===== src/rtl/ahb_master_if.sv =====
// AHB-Lite master front end: turns a single command (address, burst, size, direction)
// into a pipelined AHB transfer sequence, with wrap/1KB handling and two-cycle ERROR abort.
`timescale 1ns/1ps
module ahb_master_if #(
   parameter int unsigned AHB_DATA_WIDTH = 32,
   parameter int unsigned AHB_ADDR_WIDTH = 32
) (
   input  logic                      ahb_clk_in,
   input  logic                      ahb_rst_in,
   input  logic                      other_start_in,
   input  logic [AHB_ADDR_WIDTH-1:0] other_addr_in,
   input  logic [2:0]                other_burst_in,
   input  logic [4:0]                other_len_in,
   input  logic [2:0]                other_size_in,
   input  logic                      other_write_in,
   input  logic [AHB_DATA_WIDTH-1:0] other_wdata_in,
   output logic                      other_wnext_out,
   output logic [AHB_DATA_WIDTH-1:0] other_rdata_out,
   output logic                      other_rvalid_out,
   output logic                      other_busy_out,
   output logic                      other_done_out,
   output logic                      other_error_out,
   output logic [AHB_ADDR_WIDTH-1:0] ahb_addr_out,
   output logic [2:0]                ahb_burst_out,
   output logic [2:0]                ahb_size_out,
   output logic [1:0]                ahb_trans_out,
   output logic                      ahb_write_out,
   output logic [AHB_DATA_WIDTH-1:0] ahb_wdata_out,
   input  logic [AHB_DATA_WIDTH-1:0] ahb_rdata_in,
   input  logic                      ahb_ready_in,
   input  logic                      ahb_resp_in
);

   localparam logic [1:0] TransIdle   = 2'd0;
   localparam logic [1:0] TransNonseq = 2'd2;
   localparam logic [1:0] TransSeq    = 2'd3;
   localparam logic [2:0] BurstIncr   = 3'd1;

   typedef enum logic [2:0] {StIdle, StAddr, StData, StErr1, StErr2} state_e;

   state_e                    state_q, state_d;
   logic [AHB_ADDR_WIDTH-1:0] haddr_q, haddr_d;
   logic [2:0]                hburst_q, hburst_d;
   logic [2:0]                hsize_q, hsize_d;
   logic [1:0]                htrans_q, htrans_d;
   logic                      hwrite_q, hwrite_d;
   logic [AHB_DATA_WIDTH-1:0] hwdata_q, hwdata_d;
   logic [AHB_DATA_WIDTH-1:0] rdata_q, rdata_d;
   logic [3:0]                addr_left_q, addr_left_d;
   logic                      dphase_q, dphase_d;
   logic                      rvalid_q, rvalid_d;
   logic                      done_q, done_d;
   logic                      error_q, error_d;

   logic                      cmd_ok;
   logic [3:0]                last_beat;
   logic [AHB_ADDR_WIDTH-1:0] align_mask;
   logic [AHB_ADDR_WIDTH-1:0] step, incr_addr, wrap_bytes, wrap_mask, next_addr;
   logic                      is_wrap, cross_1k, err_start, addr_done;

   // Command legality and beat count, decoded straight from the request inputs
   always_comb begin
      align_mask = (AHB_ADDR_WIDTH'(1) << other_size_in) - AHB_ADDR_WIDTH'(1);
      cmd_ok     = ((32'd8 << other_size_in) <= AHB_DATA_WIDTH) &&
                   ((other_addr_in & align_mask) == '0);
      unique case (other_burst_in)
         3'd0:       last_beat = 4'd0;
         3'd1: begin
            if (other_len_in == 5'd0)       last_beat = 4'd0;
            else if (other_len_in > 5'd16)  last_beat = 4'd15;
            else                            last_beat = 4'(other_len_in - 5'd1);
         end
         3'd2, 3'd3: last_beat = 4'd3;
         3'd4, 3'd5: last_beat = 4'd7;
         default:    last_beat = 4'd15;
      endcase
   end

   // Next beat address: wrap inside the aligned block, otherwise plain increment
   always_comb begin
      step      = AHB_ADDR_WIDTH'(1) << hsize_q;
      incr_addr = haddr_q + step;
      is_wrap   = (hburst_q != 3'd0) && !hburst_q[0];
      unique case (hburst_q)
         3'd2:    wrap_bytes = AHB_ADDR_WIDTH'(4) << hsize_q;
         3'd4:    wrap_bytes = AHB_ADDR_WIDTH'(8) << hsize_q;
         3'd6:    wrap_bytes = AHB_ADDR_WIDTH'(16) << hsize_q;
         default: wrap_bytes = '0;
      endcase
      wrap_mask = wrap_bytes - AHB_ADDR_WIDTH'(1);
      next_addr = is_wrap ? ((haddr_q & ~wrap_mask) | (incr_addr & wrap_mask)) : incr_addr;
      cross_1k  = !is_wrap && (next_addr[AHB_ADDR_WIDTH-1:10] != haddr_q[AHB_ADDR_WIDTH-1:10]);
   end

   // First ERROR cycle can only be seen while a data phase is outstanding
   assign err_start = ahb_resp_in && !ahb_ready_in &&
                      ((state_q == StAddr && dphase_q) || state_q == StData);
   assign addr_done = (state_q == StAddr) && ahb_ready_in && !err_start;

   // State register
   always_ff @(posedge ahb_clk_in or posedge ahb_rst_in) begin
      if (ahb_rst_in) state_q <= StIdle;
      else            state_q <= state_d;
   end

   // Next-state logic
   always_comb begin
      state_d = state_q;
      unique case (state_q)
         StIdle: if (other_start_in && cmd_ok) state_d = StAddr;
         StAddr: begin
            if (err_start)                                  state_d = StErr1;
            else if (ahb_ready_in && addr_left_q == 4'd0)   state_d = StData;
         end
         StData: begin
            if (err_start)         state_d = StErr1;
            else if (ahb_ready_in) state_d = StIdle;
         end
         StErr1: if (ahb_ready_in) state_d = StErr2;
         default: state_d = StIdle;
      endcase
   end

   // Outputs decoded from state
   always_comb begin
      other_busy_out  = (state_q != StIdle);
      other_wnext_out = addr_done && hwrite_q;
   end

   // Bus and handshake register updates
   always_comb begin
      haddr_d     = haddr_q;
      hburst_d    = hburst_q;
      hsize_d     = hsize_q;
      htrans_d    = htrans_q;
      hwrite_d    = hwrite_q;
      hwdata_d    = hwdata_q;
      rdata_d     = rdata_q;
      addr_left_d = addr_left_q;
      dphase_d    = dphase_q;
      rvalid_d    = 1'b0;
      done_d      = 1'b0;
      error_d     = 1'b0;
      unique case (state_q)
         StIdle: begin
            if (other_start_in) begin
               if (cmd_ok) begin
                  haddr_d     = other_addr_in;
                  hburst_d    = other_burst_in;
                  hsize_d     = other_size_in;
                  hwrite_d    = other_write_in;
                  htrans_d    = TransNonseq;
                  addr_left_d = last_beat;
                  dphase_d    = 1'b0;
               end else begin
                  done_d  = 1'b1;
                  error_d = 1'b1;
               end
            end
         end
         StAddr: begin
            if (err_start) begin
               htrans_d = TransIdle;
            end else if (ahb_ready_in) begin
               dphase_d = 1'b1;
               if (hwrite_q) hwdata_d = other_wdata_in;
               if (dphase_q && !hwrite_q && !ahb_resp_in) begin
                  rdata_d  = ahb_rdata_in;
                  rvalid_d = 1'b1;
               end
               if (addr_left_q == 4'd0) begin
                  htrans_d = TransIdle;
               end else begin
                  addr_left_d = addr_left_q - 4'd1;
                  haddr_d     = next_addr;
                  htrans_d    = cross_1k ? TransNonseq : TransSeq;
                  if (cross_1k) hburst_d = BurstIncr;
               end
            end
         end
         StData: begin
            if (!err_start && ahb_ready_in) begin
               if (!hwrite_q && !ahb_resp_in) begin
                  rdata_d  = ahb_rdata_in;
                  rvalid_d = 1'b1;
               end
               done_d  = 1'b1;
               error_d = ahb_resp_in;
            end
         end
         StErr2: begin
            done_d  = 1'b1;
            error_d = 1'b1;
         end
         default: ;
      endcase
   end

   // Datapath registers, all cleared by reset so an in-flight command is simply dropped
   always_ff @(posedge ahb_clk_in or posedge ahb_rst_in) begin
      if (ahb_rst_in) begin
         haddr_q     <= '0;
         hburst_q    <= '0;
         hsize_q     <= '0;
         htrans_q    <= TransIdle;
         hwrite_q    <= 1'b0;
         hwdata_q    <= '0;
         rdata_q     <= '0;
         addr_left_q <= '0;
         dphase_q    <= 1'b0;
         rvalid_q    <= 1'b0;
         done_q      <= 1'b0;
         error_q     <= 1'b0;
      end else begin
         haddr_q     <= haddr_d;
         hburst_q    <= hburst_d;
         hsize_q     <= hsize_d;
         htrans_q    <= htrans_d;
         hwrite_q    <= hwrite_d;
         hwdata_q    <= hwdata_d;
         rdata_q     <= rdata_d;
         addr_left_q <= addr_left_d;
         dphase_q    <= dphase_d;
         rvalid_q    <= rvalid_d;
         done_q      <= done_d;
         error_q     <= error_d;
      end
   end

   assign ahb_addr_out     = haddr_q;
   assign ahb_burst_out    = hburst_q;
   assign ahb_size_out     = hsize_q;
   assign ahb_trans_out    = htrans_q;
   assign ahb_write_out    = hwrite_q;
   assign ahb_wdata_out    = hwdata_q;
   assign other_rdata_out  = rdata_q;
   assign other_rvalid_out = rvalid_q;
   assign other_done_out   = done_q;
   assign other_error_out  = error_q;

endmodule


===== config.mk =====
export PLATFORM = sky130hd
export DESIGN_NAME = ahb_master_if
export DESIGN_NICKNAME = d
export VERILOG_FILES = /design/src/rtl/ahb_master_if.sv
export SDC_FILE = /design/constraint.sdc
export NUM_CORES = 1
export LEC_CHECK = 0
export BUFFER_PORTS_ARGS = -buffer_cell sky130_fd_sc_hd__buf_2
export CAP_MARGIN = 20
export CORE_MARGIN = 1
export CORE_UTILIZATION = 46
export CTS_BUF_LIST = sky130_fd_sc_hd__clkbuf_16
export DETAILED_ROUTE_END_ITERATION = 7
export PLACE_DENSITY = 0.77
export SKIP_LAST_GASP = 1
export SYNTH_ARGS = -nofsm -noshare
export SYNTH_HDL_FRONTEND = slang
export SYNTH_SLANG_ARGS = --single-unit

===== constraint.sdc =====
create_clock -name ahb_clk_in -period 4.1 [get_ports ahb_clk_in]
set_input_delay 0.82 -clock ahb_clk_in [delete_from_list [all_inputs] [get_ports ahb_clk_in]]
set_output_delay 0.82 -clock ahb_clk_in [all_outputs]
set_load 0.02 [all_outputs]

Yosys cells after proc, flatten, opt, wreduce, memory -nomap -nowiden:

Cells that the tools add are included.

* div/mod/pow operators: 0
* reduce and logical (&&, ||, !) cells: 41
* eq/ne operators: 27
* shift operators: 6
* $mul: 0
* order comparisons: 2
* $add $sub $neg: 5
* muxes and demuxes: 61
* bitwise gates (word level): 6

Operator list (number)
* 2-to-1 mux 32 bit: 11
* case mux 32 bit (2 select lines): 2
* bitwise AND 32 bit: 3
* case mux 32 bit (3 select lines): 1
* << shifter 1 x 3 -> 32 bit, first input constant: 2
* << shifter 4 x 3 -> 32 bit, first input constant: 2
* 2-to-1 mux 3 bit: 12
* adder 32 bit: 1
* <= comparator 32 x 6 -> 1 bit, second input constant: 1
* logical NOT 32 bit: 1
* NOT 32 bit: 1
* bitwise OR 32 bit: 1
* << shifter 3 x 3 -> 32 bit, first input constant: 1
* << shifter 5 x 3 -> 32 bit, first input constant: 1
* subtractor 32 x 1 -> 32 bit, second input constant: 1
* subtractor 32 x 2 -> 32 bit, second input constant: 1
* 2-to-1 mux 4 bit: 7
* inequality test 22 bit: 1
* inequality test 2 bit, second input constant: 8
* case mux 4 bit (4 select lines): 1
* == test 3 x 2 -> 1 bit, second input constant: 5
* == test 3 bit, second input constant: 5
* logical AND 1 bit: 15
* 2-to-1 mux 1 bit: 14
* 27 further kinds: 50

* bits in latches: 0
* ROM bits: 0
* flip-flop bits (word level): 116
* output and inout bits: 110
* logic and storage cells: 161
* RAM bits: 0
* memories: 0

Depth between registers and ports, before layout:

* depth in word-level cells: 14
* mapped depth: 13
* depth with buffers taken out: 11

Worst setup path after synthesis:

OpenSTA, ideal clock, no wires.

* kind: in2reg
* start point: input other_size_in[1]
* end point: register (tool-made name)
* path slack: 0.923 ns
* cell stages on the path: 11
* data arrival time: 3.053 ns
* required time: 3.975 ns
* cells stage by stage: buf_2 > or3_1 > ha_1 > nor2b_1 > a2111oi_2 > o2111a_2 > and4_1 > buf_6 > nor2_4 > a21oi_1 > mux2_2

RTL lines
* from (decl): line 14 `input logic [2:0] other_size_in,`

Final worst setup path:

* start point: register hsize_q[2], in the netlist ahb_size_out[2]
* end point: register haddr_q[18], in the netlist ahb_addr_out[18]

* word-level cells in the longest chain between the ends: 11

Ends and longest elaborated chain
* from (decl): line 44 `logic [2:0] hsize_q, hsize_d;`
* from (signal assigned): line 217 `hsize_q <= hsize_d;`
* << shifter 5 x 3 -> 32 bit, or another cell as far along: line 87 `3'd6: wrap_bytes = AHB_ADDR_WIDTH'(16) << hsize_q;`
* case mux 32 bit (3 select lines): line 84 `unique case (hburst_q)`
* subtractor 32 x 1 -> 32 bit: line 90 `wrap_mask = wrap_bytes - AHB_ADDR_WIDTH'(1);`
* NOT 32 bit: line 91 `next_addr = is_wrap ? ((haddr_q & ~wrap_mask) | (incr_addr & wrap_mask)) : incr_addr;`
* bitwise AND 32 bit: line 91
* bitwise OR 32 bit: line 91
* 2-to-1 mux 32 bit *: line 91
* 2-to-1 mux 32 bit *: line 171 `if (addr_left_q == 4'd0) begin`
* 2-to-1 mux 32 bit *: line 164 `end else if (ahb_ready_in) begin`
* 2-to-1 mux 32 bit *: line 162 `if (err_start) begin`
* case mux 32 bit (2 select lines) *: line 144 `unique case (state_q)`
* to (signal assigned): line 215 `haddr_q <= haddr_d;`
* to (decl): line 42 `logic [AHB_ADDR_WIDTH-1:0] haddr_q, haddr_d;`

Mark *: on every way between the ends. The rest lies on a longest branch, timed or not. The select of a mux whose other input is x is not followed.
A chain may end at the register's enable or synchronous reset.

==> reports/results.env <==
MAXCAPVIOLCOUNT=0
MOSTFREQUENTLAYOUTCELLS='222 x sky130_fd_sc_hd__buf_2, 116 x sky130_fd_sc_hd__dfrtp_1, 69 x sky130_fd_sc_hd__mux2_2, 60 x sky130_fd_sc_hd__nor2_1, 56 x sky130_fd_sc_hd__nand2_1'
NUM_IO_PINS=223
VIAS_IN_THE_FIRST_GLOBAL_ROUTE=5836
POWER.TOTAL_mW=6.51
CTS_TREE='built'
CP_SLOWEST_STAGE_DELAY_NS=0.62
CRIT_PATH_CELL_TRACE='inv_1 > nor3_1 > ha_1 > o211ai_1 > a21boi_0 > o41a_1 > nor2_1 > nor3b_1 > a211oi_1 > nor3_1'
DPL.HPWL_MM=13.4
FINAL_CELLS=1045
WIRE_LENGTH_OF_THE_FIRST_GLOBAL_ROUTING_PASS_MM=29.1
DETAIL-ROUTE-ANTENNA-NETS=0
SYNTH.LARGEST_AREA_CELL='sky130_fd_sc_hd__dfrtp_1'
SYNTH-EDFF-COUNT=0
SYN_AREA_UM2=6350
SETUP_REPAIR_AFTER_GLOBAL_ROUTING_MISSED_ITS_MARGIN='false'
LEAKAGE_POWER_TOTAL_nW=3.92
DRT_ITER0_DRC=442
CP.BUFFERS_INVERTERS=1
CRIT_PATH_TIME_FINAL_NS=3.51
GRT_MAX_DEGREE=117
END_KIND='register'
GLOBALROUTETOTALUTIL=0.262
PATH_CLASS='register to register'
MAXSLEWHEADROOM=0.559
CRIT_PATH_TOP_DELAY_CELL='sky130_fd_sc_hd__dfrtp_1'
CLOCKROOTBUFFER='sky130_fd_sc_hd__clkbuf_16'
VIAS=5910
OUTCOME='completed'
SYNTH.AREA.TOP_CELLS='sky130_fd_sc_hd__dfrtp_1 46%, sky130_fd_sc_hd__mux2_2 12%, sky130_fd_sc_hd__nor2_1 3.5%'
TOTAL_CTS_BUFFERS=17
LAYOUT.NETS=986
TIGHTEST_SLEW_NS=0.658
GP_CONGESTION=0.927
POWERDENSITY_nW_PER_UM2=796
ANTENNA_FOUND_INITIAL=0
POST-ROUTE-DRC-COUNT=0
COUNT_OF_HOLD_FIX_BUFFERS_INSERTED_AT_CTS=0
POST_CTS_BUFFERS=0
FIN_CRIT_SH=0.855
WORSTSKEWPAIRLATENCY_NS=0.42
BUFFER_PORTS.INSERTED=222
SKEW_NS=0.00712
MULTI_INPUT_COMB_AREA_UM2=3220
NUMPLACEDINSTANCES=1013
WORST_EP_REQUIRED_TIME_NS=4.43
SYN_AREA_PER_CELL_UM2=9.98
CLOCK_PATH_BUFFERS=2
CRIT_ARRIVAL_NS=3.83
YOSYS.AREA.TOP_TYPE_SHARE=0.457
CRIT_PATH_MAX_FANOUT=15
UTILIZATION=0.613
VDD_DROP_MAX_V=0.000490
FMAX_MHz=285
CHIPWIDTH_UM=119
CORE_AREA_UM2=13300
WIRE_PER_INST_UM=17.6
LEFTOVER_OVERFLOW_AT_THE_END_OF_GLOBAL_ROUTING=0
TNS_NS=0
FLOW.AREA_GROWTH_FROM_SYNTHESIS_PCT=28.9
ELEMENT_TYPE_AT_THE_CRITICAL_PATH_START='register'
NUMBER_OF_CELL_ROWS=42
FILLERINSTANCES=1132
H-TREE-DEPTH=4
DRT-PASS1-ITER-COUNT=5
FINALMAXSLEWVIOLATIONS=0
SYNTH_NETS=766
NETLIST_INSTANCES=636
SYNTH-MAIN-FF-CELL='sky130_fd_sc_hd__dfrtp_1'
DRIVE_ABOVE_1_SHARE=0.398
FINAL_HOLD_VIOS=0
YS_SEQ_AREA_FRAC=0.457
TIMING.CRITICAL_PATH.MODE_CELL='sky130_fd_sc_hd__nor3_1'
SETUP_VIOLATIONS=0
TOTALWIRELENGTH_MM=18.4
CLKTRANSATPATHREGS_NS=0.06
LAYOUT_COMMONEST_CELL='sky130_fd_sc_hd__buf_2'
FINAL.HOLD.WORST_SLACK_NS=0.500
YOSYSWARNINGS=0
FP.DIEAREA_UM2=14300
ANTENNA-DIODE-COUNT=0
TIMING.HOLD.WORST.CLASS='register to register'
SYNTHDISTINCTLIBCELLS=72
LAYOUT.AREA.SEQ_UM2=2900
POSTSYNTHREGISTERBITS=116
START_UTIL=0.476
CTS-RESIZED-GATES=0
VERTICAL_DIE_DIMENSION_UM=119
VIASPERCELL=5.66
TIMING.CRITICAL_PATH.MAX_DELAY_FAMILY='simple AND/OR/NAND/NOR gates'
NUMCLOCKSINKS=116
SYNTH-ASYNC-RESET-RATIO=1.00
## path summary, 6_finish.rpt
path / from / endpoint / slack, ns / cells past startpoint
min in group asynchronous: ahb_rst_in / other_rdata_out[3] / 0.56 / 3
worst min-delay path: ahb_wdata_out[12] / ahb_wdata_out[12] / 0.50 / 1
max in group asynchronous: ahb_rst_in / ahb_addr_out[13] / 3.08 / 3
worst max-delay path: ahb_size_out[2] / ahb_addr_out[18] / 0.59 / 10
worst max register to register: ahb_size_out[2] / ahb_addr_out[18] / 0.59 / 10
worst min register to register: ahb_wdata_out[12] / ahb_wdata_out[12] / 0.50 / 1
## worst register-to-register path, cell delays in order, from the launching register on
cell and delay, ns:
sky130_fd_sc_hd__dfrtp_1 0.62, sky130_fd_sc_hd__inv_1 0.23, sky130_fd_sc_hd__nor3_1 0.35, sky130_fd_sc_hd__ha_1 0.31, sky130_fd_sc_hd__o211ai_1 0.14, sky130_fd_sc_hd__a21boi_0 0.36
sky130_fd_sc_hd__o41a_1 0.37, sky130_fd_sc_hd__nor2_1 0.17, sky130_fd_sc_hd__nor3b_1 0.51, sky130_fd_sc_hd__a211oi_1 0.15, sky130_fd_sc_hd__nor3_1 0.21
## synthesized netlist by cell type (all sizes together), types with 5 or more instances
library cell	instances
clkbuf	15
a31oi	10
nor3	29
o31ai	5
nand2	56
nor2	61
nand2b	5
a211oi	12
or3	6
mux2	70
o211ai	8
xor2	7
o22ai	9
buf	14
a21oi	37
ha	16
o21ai	28
nand3	15
inv	26
nand4	11
nor4	5
dfrtp	116
xnor2	5
and3	7
## stage by stage
stage                     instance area, µm²  setup slack, ns
after global placement                  7630            0.512
after global routing                    8180            0.445
final                                   8180            0.595
after detailed placement                7630            0.444
after CTS                               8180            0.701
after floorplan                         6350            0.208
## sequential cells by signal, summed over array words and instances (netlist names), 2 cells and up, named ones only
register / flops
ahb_trans_out: 2
ahb_burst_out: 3
state_q: 3
ahb_addr_out: 24
ahb_wdata_out: 32
ahb_size_out: 3
addr_left_q: 4
other_rdata_out: 32
## cell type report
| class | instances | area share |
|---|---|---|
| tap | 176 | 0.0269 |
| clock buffer | 17 | 0.0520 |
| timing repair buffer | 230 | 0.145 |
| clock inverter | 15 | 0.0161 |
| inverter | 26 | 0.0122 |
| multi-input combinational | 465 | 0.393 |
| sequential | 116 | 0.355 |
## power breakdown
| group | internal [mW] | switching [mW] |
|---|---|---|
| sequential | 1.67 | 0.487 |
| clock | 0.833 | 0.555 |
| combinational | 1.17 | 1.80 |
## per-layer routing
| layer | vias up | track usage | wire (µm) |
|---|---|---|---|
| met3 | 35 | 0.0870 | 1750 |
| met2 | 285 | 0.426 | 8890 |
| met4 | 0 | 0.105 | 448 |
| li1 | 2781 | - | - |
| met1 | 2809 | 0.320 | 7290 |
| met5 | - | 0 | 0 |
## cells by family (layout without fill, tap and decap cells)
| logic type | after synthesis | count (layout) | synth area share |
|---|---|---|---|
| and+or+nand+nor | 218 | 218 | 0.174 |
| AOI/OAI and AO/OA | 144 | 144 | 0.150 |
| DFF | 116 | 116 | 0.457 |
| muxes | 73 | 73 | 0.129 |
| buffers and inverters | 55 | 288 | 0.0372 |
| adders and majority gates | 18 | 18 | 0.0365 |
| xor gates and xnor gates | 12 | 12 | 0.0166 |
Power figures use the tool's default switching activity.
